**src/rtl/cpu_control_unit.sv**
```systemverilog
// Sequencer and execute stage for the instruction ROM: fetches, executes against an
// 8x16 register file, and advances the ROM with a registered one-cycle step pulse.
module cpu_control_unit (
  input  logic        clk,
  input  logic        rst_n,
  input  logic        run,
  input  logic [8:0]  instruction,
  input  logic [15:0] data_var,
  output logic        step,
  output logic        busy,
  output logic        done,
  output logic        carry,
  output logic        zero,
  output logic        illegal,
  output logic [7:0]  instr_count,
  input  logic [2:0]  dbg_sel,
  output logic [15:0] dbg_data
);

  typedef enum logic [2:0] {IDLE, FETCH, EXEC, STEP, HALT} state_t;

  localparam logic [2:0] OP_LOAD = 3'b000;
  localparam logic [2:0] OP_MOVE = 3'b001;
  localparam logic [2:0] OP_ADD  = 3'b010;
  localparam logic [2:0] OP_XOR  = 3'b011;
  localparam logic [2:0] OP_TERM = 3'b100;

  state_t      state_reg, state_next;
  logic [8:0]  ir_reg;
  logic [15:0] dr_reg;
  logic [15:0] regs_reg [8];
  logic        step_reg;
  logic        carry_reg;
  logic        zero_reg;
  logic        illegal_reg;
  logic [7:0]  count_reg;

  logic [2:0]  opcode, rx, ry;
  logic [15:0] op_a, op_b, xor_res, wr_data;
  logic [16:0] sum;
  logic        exec_fire;
  logic        wr_en;
  logic [7:0]  wr_sel;

  assign opcode  = ir_reg[8:6];
  assign rx      = ir_reg[5:3];
  assign ry      = ir_reg[2:0];
  // Both operands come from the pre-write file, so Rx == Ry behaves naturally
  assign op_a    = regs_reg[rx];
  assign op_b    = regs_reg[ry];
  assign sum     = {1'b0, op_a} + {1'b0, op_b};
  assign xor_res = op_a ^ op_b;

  assign exec_fire = (state_reg == EXEC) && (opcode != OP_TERM);

  always_comb begin
    state_next = state_reg;
    wr_en      = 1'b0;
    wr_data    = dr_reg;
    case (state_reg)
      IDLE:    if (run) state_next = FETCH;
      FETCH:   state_next = EXEC;
      EXEC:    state_next = (opcode == OP_TERM) ? HALT : STEP;
      STEP:    state_next = FETCH;
      HALT:    state_next = HALT;
      default: state_next = IDLE;
    endcase
    case (opcode)
      OP_LOAD: begin wr_en = exec_fire; wr_data = dr_reg;        end
      OP_MOVE: begin wr_en = exec_fire; wr_data = op_b;          end
      OP_ADD:  begin wr_en = exec_fire; wr_data = sum[15:0];     end
      OP_XOR:  begin wr_en = exec_fire; wr_data = xor_res;       end
      default: begin wr_en = 1'b0;      wr_data = dr_reg;        end
    endcase
  end

  generate
    for (genvar gi = 0; gi < 8; gi++) begin : g_wr_sel
      assign wr_sel[gi] = wr_en && (rx == 3'(gi));
    end
  endgenerate

  always_ff @(posedge clk or negedge rst_n) begin
    if (!rst_n) begin
      for (int i = 0; i < 8; i++) regs_reg[i] <= '0;
    end else begin
      for (int i = 0; i < 8; i++) begin
        if (wr_sel[i]) regs_reg[i] <= wr_data;
      end
    end
  end

  always_ff @(posedge clk or negedge rst_n) begin
    if (!rst_n) begin
      state_reg   <= IDLE;
      ir_reg      <= '0;
      dr_reg      <= '0;
      step_reg    <= 1'b0;
      carry_reg   <= 1'b0;
      zero_reg    <= 1'b0;
      illegal_reg <= 1'b0;
      count_reg   <= '0;
    end else begin
      state_reg <= state_next;
      // The ROM clocks on this, so it must come straight from a flop
      step_reg  <= exec_fire;
      if (state_reg == FETCH) begin
        ir_reg <= instruction;
        dr_reg <= data_var;
      end
      if (exec_fire) begin
        count_reg <= count_reg + 8'd1;
        case (opcode)
          OP_ADD: begin
            carry_reg <= sum[16];
            zero_reg  <= (sum[15:0] == 16'h0000);
          end
          OP_XOR:  zero_reg <= (xor_res == 16'h0000);
          OP_LOAD, OP_MOVE: ;
          default: illegal_reg <= 1'b1;
        endcase
      end
    end
  end

  assign step        = step_reg;
  assign busy        = (state_reg == FETCH) || (state_reg == EXEC) || (state_reg == STEP);
  assign done        = (state_reg == HALT);
  assign carry       = carry_reg;
  assign zero        = zero_reg;
  assign illegal     = illegal_reg;
  assign instr_count = count_reg;
  assign dbg_data    = regs_reg[dbg_sel];

endmodule

```
**config.mk**
```make
export PLATFORM = sky130hd
export DESIGN_NAME = cpu_control_unit
export DESIGN_NICKNAME = d
export VERILOG_FILES = /design/src/rtl/cpu_control_unit.sv
export SDC_FILE = /design/constraint.sdc
export NUM_CORES = 1
export LEC_CHECK = 0
export BUFFER_PORTS_ARGS = -buffer_cell sky130_fd_sc_hd__buf_2
export CORE_MARGIN = 2
export CORE_UTILIZATION = 57
export CTS_CLUSTER_DIAMETER = 30
export DETAILED_ROUTE_END_ITERATION = 6
export GPL_ROUTABILITY_DRIVEN = 0
export PLACE_DENSITY = 0.75
export SLEW_MARGIN = 20
export SYNTH_ARGS = -nofsm -noshare
export SYNTH_HDL_FRONTEND = slang
export SYNTH_SLANG_ARGS = --single-unit
```
**constraint.sdc**
```tcl
create_clock -name clk -period 5.55 [get_ports clk]
set_input_delay 0.8325 -clock clk [delete_from_list [all_inputs] [get_ports clk]]
set_output_delay 0.8325 -clock clk [all_outputs]
set_load 0.005 [all_outputs]
```
### Word-level counts from Yosys, hierarchy flattened

Index checks and enable logic that the tools add are counted.
W data, S select, Z words.

| storage, ports and cells | value |
|---|---|
| register bits after elaboration | 168 |
| output and inout port bits | 30 |

| cells by class | value |
|---|---|
| $add $sub $neg | 2 |
| order comparisons | 3 |
| equality and inequality tests | 17 |
| multiplexer cells | 15 |
| bitwise logic cells | 5 |
| reductions and logical operators | 21 |

Operator list:

| cell | count |
|---|---|
| $bmux W16 S3 | 3 |
| $mux W16 | 6 |
| $pmux W16 S3 | 1 |
| $logic_not A16 Y1 | 2 |
| $eq A3 B2 Y1 const B | 6 |
| $eq A3 B3 Y1 const B | 6 |
| $add A16 B16 Y17 | 1 |
| $xor A16 B16 Y16 | 1 |
| $pmux W3 S5 | 1 |
| $ge A4 B4 Y1 const B | 3 |
| $not A3 Y4 | 3 |
| $eq A3 B1 Y1 const B | 3 |
| $logic_and A1 B1 Y1 | 9 |
| $logic_not A3 Y1 | 3 |
| $add A8 B1 Y8 const B | 1 |
| $mux W3 | 2 |
| $reduce_and A2 Y1 | 3 |
| $reduce_or A4 Y1 | 1 |
| $ne A3 B3 Y1 const B | 1 |
| $logic_or A1 B1 Y1 | 2 |
| $ne A2 B2 Y1 const B | 1 |
| $pmux W1 S2 | 1 |
| $reduce_bool A2 Y1 | 1 |
| $mux W1 | 1 |
| $not A1 Y1 | 1 |

### Longest topological paths before layout

Gate-level depths: netlist of the first run.

| depth | value |
|---|---|
| depth after elaboration | 7 |
| gate-level depth with buffers | 15 |
| gate-level depth less buffers | 13 |

### Least setup slack after synthesis of the first run

Ideal clock, no wire load.

| timing | value |
|---|---|
| kind | register to register |
| start | reg ir_reg[3] |
| end | reg zero_reg, in the netlist zero |
| library setup time | 0.076 ns |
| data arrival time | 4.187 ns |
| slack | 1.287 ns |
| stages on the path, launching flop included | 16 |
| clock period less this slack | 4.263 ns |
| path through | dfrtp_1 -> clkbuf_1 -> buf_1 -> mux4_2 -> mux2_2 -> ha_1 -> inv_1 -> fa_1 -> nor2b_1 -> o31ai_1 -> a22oi_1 -> mux2i_1 -> a2111oi_2 -> nand4_1 -> or4_1 -> o21ai_1 |

| on the way | value |
|---|---|
| word-level cells in the longest chain between the ends | 7 |
| elaborated cells on any way between the ends | 9 |
| classes of those cells | add/sub: 1; mux: 4; bitwise: 2; reduce/logical: 2 |

RTL lines:

| element | line | RTL |
|---|---|---|
| start, declared | 29 | `logic [8:0] ir_reg;` |
| start signal, assigned | 108 | `ir_reg <= instruction;` |
| $not A3 Y4 (not written as such) * | 49 | `assign op_a = regs_reg[rx];` |
| $bmux W16 S3 * | 49 |  |
| $mux W16 (not written as such) * (2 in a row) | 49 |  |
| $add A16 B16 Y17 or $xor A16 B16 Y16 (tied branches) | 51, 52 |  |
| $logic_not A16 Y1, on equally long branches | 116, 118 |  |
| $pmux W1 S2 * | 113 | `case (opcode)` |
| end signal, assigned | 116 | `zero_reg <= (sum[15:0] == 16'h0000);` |
| end signal, assigned | 118 | `OP_XOR: zero_reg <= (xor_res == 16'h0000);` |
| end, declared | 34 | `logic zero_reg;` |

Every way passes the cells marked *; elsewhere a longest branch is shown, timed or not. The select of a mux whose other input is x is not followed.
A chain may end at the register's enable or synchronous reset.

### Final worst setup path of the first run

| timing | value |
|---|---|
| start | reg ir_reg[0] |
| end | reg regs_reg[109] (netlist bit) |

| on the way | value |
|---|---|
| word-level cells in the longest chain between the ends | 6 |
| elaborated cells on any way between the ends | 7 |
| classes of those cells | add/sub: 1; mux: 4; bitwise: 2 |

RTL lines:

| element | line | RTL |
|---|---|---|
| $not A3 Y4 (not written as such) * | 50 | `assign op_b = regs_reg[ry];` |
| $bmux W16 S3 * | 50 |  |
| $mux W16 (not written as such) * (2 in a row) | 50 |  |
| $add A16 B16 Y17 or $xor A16 B16 Y16 (tied branches) | 51, 52 |  |
| $pmux W16 S3 * | 68 | `case (opcode)` |
| end signal, assigned by index | 88 | `if (wr_sel[i]) regs_reg[i] <= wr_data;` |
| end, declared | 31 | `logic [15:0] regs_reg [8];` |

Marked as above.

==> results by group, run 1 <==
Run status
  – Run status: complete, no violations

Layout
  – Share of post-route cells with drive strength above 1: 49.53%
  – Area occupied by multi-input gates: 6155 um2
  – Nets@finish: 886
  – Max reg flops: 128
  – Fill cells: 1338
  – Storage cell area: 4207 um2
  – P&R area growth vs syn: 10.26%
  – N_diodes: 0

Job
  – Maximum capacitance violations: 0

Route
  – Vias per std cell: 7.113
  – Post-route ant nets: 0
  – Drt drc: 0
  – Via count: 7675
  – DR WL/cell: 26.35 um
  – Drt first pass iters: 5
  – Final wirelength: 28440 um
  – 1st-iter DRT viols: 745

Clock network
  – Clock buffer depth: 2
  – Number of CTS-inserted buffers: 17
  – Root buffer cell: clkbuf_16
  – Clk slew on worst S/H paths: 0.07 ns
  – CTS tree: done
  – Post-CTS Resized: 0
  – Setup bufs post-CTS: 0
  – Clock sinks: 168
  – Clock Latency Late Sink: 0.44 ns
  – Hold-fix buffers, CTS: 0
  – H-tree Lvls: 4

Timing
  – Relative slew slack: 20.62%
  – Final Setup Violations: 0
  – Max Transition Viols Final: 0
  – Maximum clock rate: 0.2009 GHz
  – Least-Margin Pin Slew: 1.188 ns
  – Final period util: 89.67%
  – Final Skew: 0.008986 ns
  – Final hold vios: 0
  – Final TNS setup: 0 ns
  – RSZ-0062 raised after global routing: no
  – Fin crit period: 4.977 ns

Critical path
  – CP arrival: 5.35 ns
  – Top cell family by delay on the critical path: compound AO/OA/AOI/OAI gates
  – Crit path buf inv count: 2
  – Critical Path RT: 5.92 ns
  – Crit-path cells: buf_4 > mux4_2 > mux2i_1 > inv_1 > ha_1 > a21o_1 > and4_1 > o21a_1 > o41ai_1 > o21ai_0 > xnor2_1 > a21oi_1 > mux2_2
  – Setup crit end kind: register
  – CP startpoint kind: register
  – CP max-delay cell: o41ai_1
  – CP max FO: 13
  – Setup CP Type: reg2reg
  – Critical path's largest stage delay: 0.66 ns

Logic synthesis
  – Post-Synthesis Cells: 797
  – Syn Nets: 846
  – Yosys cell types: 60
  – Seq cells post-synth: 168
  – Ranking of synthesized cells by instance count: 198 x mux2_2, 168 x dfrtp_1, 96 x mux4_2
  – Top cells by area, synth: dfrtp_1 39%, mux2_2 21%, mux4_2 20%
  – Sequential share of the synthesized area: 39.46%
  – Count leader, synth: mux2_2
  – Avg Inst Size Synth: 13.37 um2
  – Post-synth EDFFs: 0
  – Synth Flop Type: dfrtp_1
  – Synth area leader: dfrtp_1
  – Yosys top cell area share: 39.46%
  – Synth Warn #: 0
  – Mapped Area: 10650 um2
  – Ys async rst share: 100.0%

GRT
  – All-Layer GR Usage: 30.02%
  – Grt met3 use: 5.876%
  – Grt met2 use: 47.88%
  – Vias in the first global route: 7937
  – M1 GR Usage: 40.94%
  – Largest net degree at the start of global routing: 69
  – Global-route wire length before repair: 45160 um
  – Total grt overflow: 0
  – GR peak layer: met2
  – Initial antenna violation count: 0

Floorplanning
  – Core ar.: 18150 um2
  – Die Footprint: 19800 um2
  – Initial Util: 58.71%
  – Die Height: 140.7 um
  – # rows: 49
  – Ports: 61
  – Die W: 140.7 um

Placed design
  – HPWL after DPL: 18910 um
  – Port buffer count: 60

Worst hold path
  – Tightest Hold Check Type: in2async
[through the flow]
stage / instance area [um2] / setup slack [ns] / hold slack, ns / util (%) / cells
4_1_cts: 11750 / 0.7179 / 0.3279 / 64.73 / 1079
3_5_place_dp: 11180 / 0.8201 / 0.4466 / 61.62 / 1047
6_report: 11750 / 0.5733 / 0.3167 / 64.73 / 1079
2_1_floorplan: 10650 / 1.287 / 0.4438 / - / 797
3_3_place_gp: 11180 / 0.8438 / 0.4368 / 61.62 / 1047
5_1_grt: 11750 / 0.3314 / 0.3555 / 64.73 / 1079
[kinds of logic (layout without fill, tap and decap cells)]
logic type | after synthesis | after routing | synth area share [%]
compound gates | 106 | 106 | 6.577
xor+xnor | 18 | 18 | 1.480
fa+ha+maj | 18 | 18 | 2.184
buf+inv | 78 | 131 | 2.819
flops | 168 | 168 | 39.46
mux | 306 | 306 | 42.35
simple gates | 103 | 103 | 5.132
[layer usage]
metal,up-vias,part of all wire [%]
li1,3184,-
met1,3941,40
met2,442,48
met3,108,8.0
met4,0,3.9
met5,-,0
[placed cells by master, fill, tap and decap left out, drive strengths merged, types with 6 or more instances in the layout]
cell	Yosys	layout
a21oi	24	24
a22oi	9	9
inv	17	20
clkinvlp	0	7
dfrtp	168	168
mux4	96	96
mux2i	12	12
ha	17	17
nor2	24	24
nand2	28	28
o22a	6	6
clkbuf	41	19
o22ai	6	6
mux2	198	198
o21ai	27	27
xnor2	14	14
buf	20	82
[final timing paths]
| kind | startpoint | endpoint | slack [ns] | cells after the start |
|---|---|---|---|---|
| min in group clk | illegal$_DFFE_PN0P_ | illegal$_DFFE_PN0P_ | 0.45 | 1 |
| max in group asynchronous | rst_n | ir_reg[3]$_DFFE_PN0P_ | 3.93 | 2 |
| min | rst_n | regs_reg[62]$_DFFE_PN0P_ | 0.32 | 1 |
| min reg2reg | illegal$_DFFE_PN0P_ | illegal$_DFFE_PN0P_ | 0.45 | 1 |
| max reg2reg | ir_reg[0]$_DFFE_PN0P_ | regs_reg[109]$_DFFE_PN0P_ | 0.57 | 13 |
| max | ir_reg[0]$_DFFE_PN0P_ | regs_reg[109]$_DFFE_PN0P_ | 0.57 | 13 |
[cell type report]
class / instances / area share, %
Sequential cell: 168 / 35.81
Inverter: 17 / 0.5432
Clock buffer: 19 / 3.770
Clock inverter: 13 / 1.033
Tap cell: 229 / 2.439
Timing Repair Buffer: 82 / 4.015
Multi-Input combinational cell: 551 / 52.39
Power of run 1 is not shown: default switching activity piles up to over one toggle a cycle in this logic, so the estimate is an artifact.
==> inputs of run 2 (changes only) <==
CELL_PAD_IN_SITES_DETAIL_PLACEMENT = 0   (was not set)
CELL_PAD_IN_SITES_GLOBAL_PLACEMENT = 1   (was not set)
CORE_UTILIZATION = 52   (was 57)
PLACE_DENSITY = not set   (was 0.75)
PLACE_DENSITY_LB_ADDON = 0.1   (was not set)
==> run 2 against run 1 <==
Compared with the run above:
- clock skew up 0.0049 ns
- worst setup slack got worse by 0.10 ns
- critical endpoint is now zero$_DFFE_PN0P_
- non-clock buffer count up 1
- highest routed layer unchanged
- maximum frequency decreased by 2.0%
- utilization fell by 5.8 points
- critical path depth fell by 1
==> results by group, run 2 (same netlist as run 1, synthesis figures left out) <==
GRT
  – Largest net degree at the start of global routing: 80 (+16%)
  – Total grt overflow: 0 (unchanged)
  – Vias in the first global route: 7626 (-3.9%)
  – Global-route wire length before repair: 45910 um (+1.6%)
  – All-Layer GR Usage: 28.06% (-2.0 points)
  – Initial antenna violation count: 0 (unchanged)

Placed design
  – HPWL after DPL: 19990 um (+5.7%)
  – Port buffer count: 60 (unchanged)
  – Cells after DPL: 1089 (+4.0%)

Run status
  – Run status: complete, no violations

Critical path
  – Critical Path RT: 5.91 ns (about the same)
  – Critical path's largest stage delay: 0.86 ns (+0.20 ns)
  – Setup CP Type: reg2reg
  – R2R Setup Slk: 0.47 ns (-0.10 ns)
  – CP max FO: 19 (+6)
  – Setup crit end kind: register
  – Crit-path cells: buf_4 > mux4_2 > mux2_2 > ha_1 > nor2b_1 > o31ai_1 > a22oi_1 > mux2i_1 > a2111oi_2 > nand4_1 > or4_1 > o21ai_1
  – CP startpoint kind: register
  – CP max-delay cell: dfrtp_1
  – CP arrival: 5.44 ns (+0.09 ns)

Route
  – Post-route ant nets: 0 (unchanged)
  – Via count: 7357 (-4.1%)
  – Final wirelength: 28980 um (+1.9%)
  – Drt drc: 0 (unchanged)
  – Vias per std cell: 6.569 (-7.7%)
  – Drt first pass iters: 5 (unchanged)
  – DR WL/cell: 25.88 um (-1.8%)
  – 1st-iter DRT viols: 647 (-13%)

Layout
  – Fill cells: 1638 (+22%)
  – Max reg flops: 128 (unchanged)
  – Share of post-route cells with drive strength above 1: 49.65% (+0.12 points)
  – Area occupied by multi-input gates: 6161 um2 (+0.10%)
  – N_diodes: 0 (unchanged)
  – Nets@finish: 887 (+0.11%)
  – Leading cell type in the layout, fill and taps excluded: mux2_2
  – P&R area growth vs syn: 11.53%
  – Storage cell area: 4207 um2 (unchanged)
  – Core Util, Final: 58.91% (-5.8 points)
  – Most frequent cells in the layout: 198 x mux2_2, 166 x dfrtp_1, 96 x mux4_2
  – Non-filler instance count after layout: 1120 (+3.8%)

Floorplanning
  – Die Height: 147.1 um (+4.6%)
  – # rows: 52 (+6.1%)
  – Initial Util: 52.82% (-5.9 points)
  – Ports: 61 (unchanged)
  – Die W: 147.1 um (+4.6%)
  – Die Footprint: 21650 um2 (+9.3%)
  – Core ar.: 20170 um2 (+11%)

Timing
  – Least-Margin Pin Slew: 1.042 ns (-0.1460 ns)
  – Max Transition Viols Final: 0 (unchanged)
  – Fin crit period: 5.078 ns (+0.1009 ns)
  – Maximum clock rate: 0.1969 GHz (-2.0%)
  – Final Setup Violations: 0 (unchanged)
  – RSZ-0062 raised after global routing: no
  – Final Skew: 0.01391 ns (+0.004920 ns)
  – Final period util: 91.49% (+1.8 points)
  – Relative slew slack: 29.96% (+9.3 points)
  – Final hold vios: 0 (unchanged)
  – Final TNS setup: 0 ns (unchanged)

Clock network
  – Root buffer cell: clkbuf_16
  – CTS tree: done
  – Post-CTS Resized: 0 (unchanged)
  – H-tree Lvls: 4 (unchanged)
  – Number of CTS-inserted buffers: 17 (unchanged)
  – Hold-fix buffers, CTS: 0 (unchanged)
  – Clk slew on worst S/H paths: 0.07 ns (about the same)
  – Setup bufs post-CTS: 0 (unchanged)
  – Clock buffer depth: 2 (unchanged)
  – Clock sinks: 168 (unchanged)
  – Clock Latency Late Sink: 0.44 ns (about the same)

Job
  – Maximum capacitance violations: 0 (unchanged)

Worst hold path
  – Tightest Hold Check Type: in2async
## run 2: changes by cell type in the layout (fill, tap and decap cells not counted), sizes merged
cell / delta
clkinvlp: -6
inv: +4
bufinv: +3
clkbuf: -2
buf: +1
## run 2: stage by stage
stage	hold WS, ns	setup slack, ns	cell area [um2]
detailed placement	0.4392	0.5990	11240
global placement	0.4370	0.5400	11230
finish	0.4168	0.4725	11880
global route	0.4727	0.2086	11880
floorplan	0.4438	1.287	10650
CTS	0.4434	0.5614	11880
## run 2: final timing paths
path / start / end / depth (start not counted)
max reg2reg: ir_reg[4]$_DFFE_PN0P_ / zero$_DFFE_PN0P_ / 12
max: ir_reg[4]$_DFFE_PN0P_ / zero$_DFFE_PN0P_ / 12
max in group asynchronous: rst_n / ir_reg[3]$_DFFE_PN0P_ / 2
min: rst_n / dr_reg[8]$_DFFE_PN0P_ / 1
min reg2reg: illegal$_DFFE_PN0P_ / illegal$_DFFE_PN0P_ / 1
min in group clk: illegal$_DFFE_PN0P_ / illegal$_DFFE_PN0P_ / 1
## run 2: critical path, delay by kind of cell, from the launching register on
| kind | cells | cell delay [ns] |
|---|---|---|
| AO/OA/AOI/OAI | 4 | 1.63 |
| flip-flops | 1 | 0.86 |
| adder cells (fa/ha/maj) | 1 | 0.37 |
| multiplexers | 3 | 0.86 |
| buffers and inverters | 1 | 0.39 |
| AND/OR/NAND/NOR | 3 | 0.88 |
## run 2: area by class of cell
type                    count  area share, %
multi-input cells         551          51.85
flip-flops and latches    168          35.40
repair buffers             83          4.012
clock buffers              17          3.580
well taps                 270          2.843
clock inverters            14          1.780
inverters                  17         0.5370
## run 2: metal layers
| metal | up-vias | wire (um) | global-route usage, % |
|---|---|---|---|
| li1 | 3188 | - | - |
| met1 | 3862 | 12870 | 40.77 |
| met2 | 254 | 13660 | 42.69 |
| met3 | 53 | 1735 | 6.149 |
| met4 | 0 | 712 | 8.654 |
| met5 | - | 0 | 0 |
Power of run 2 is left out for the same reason.
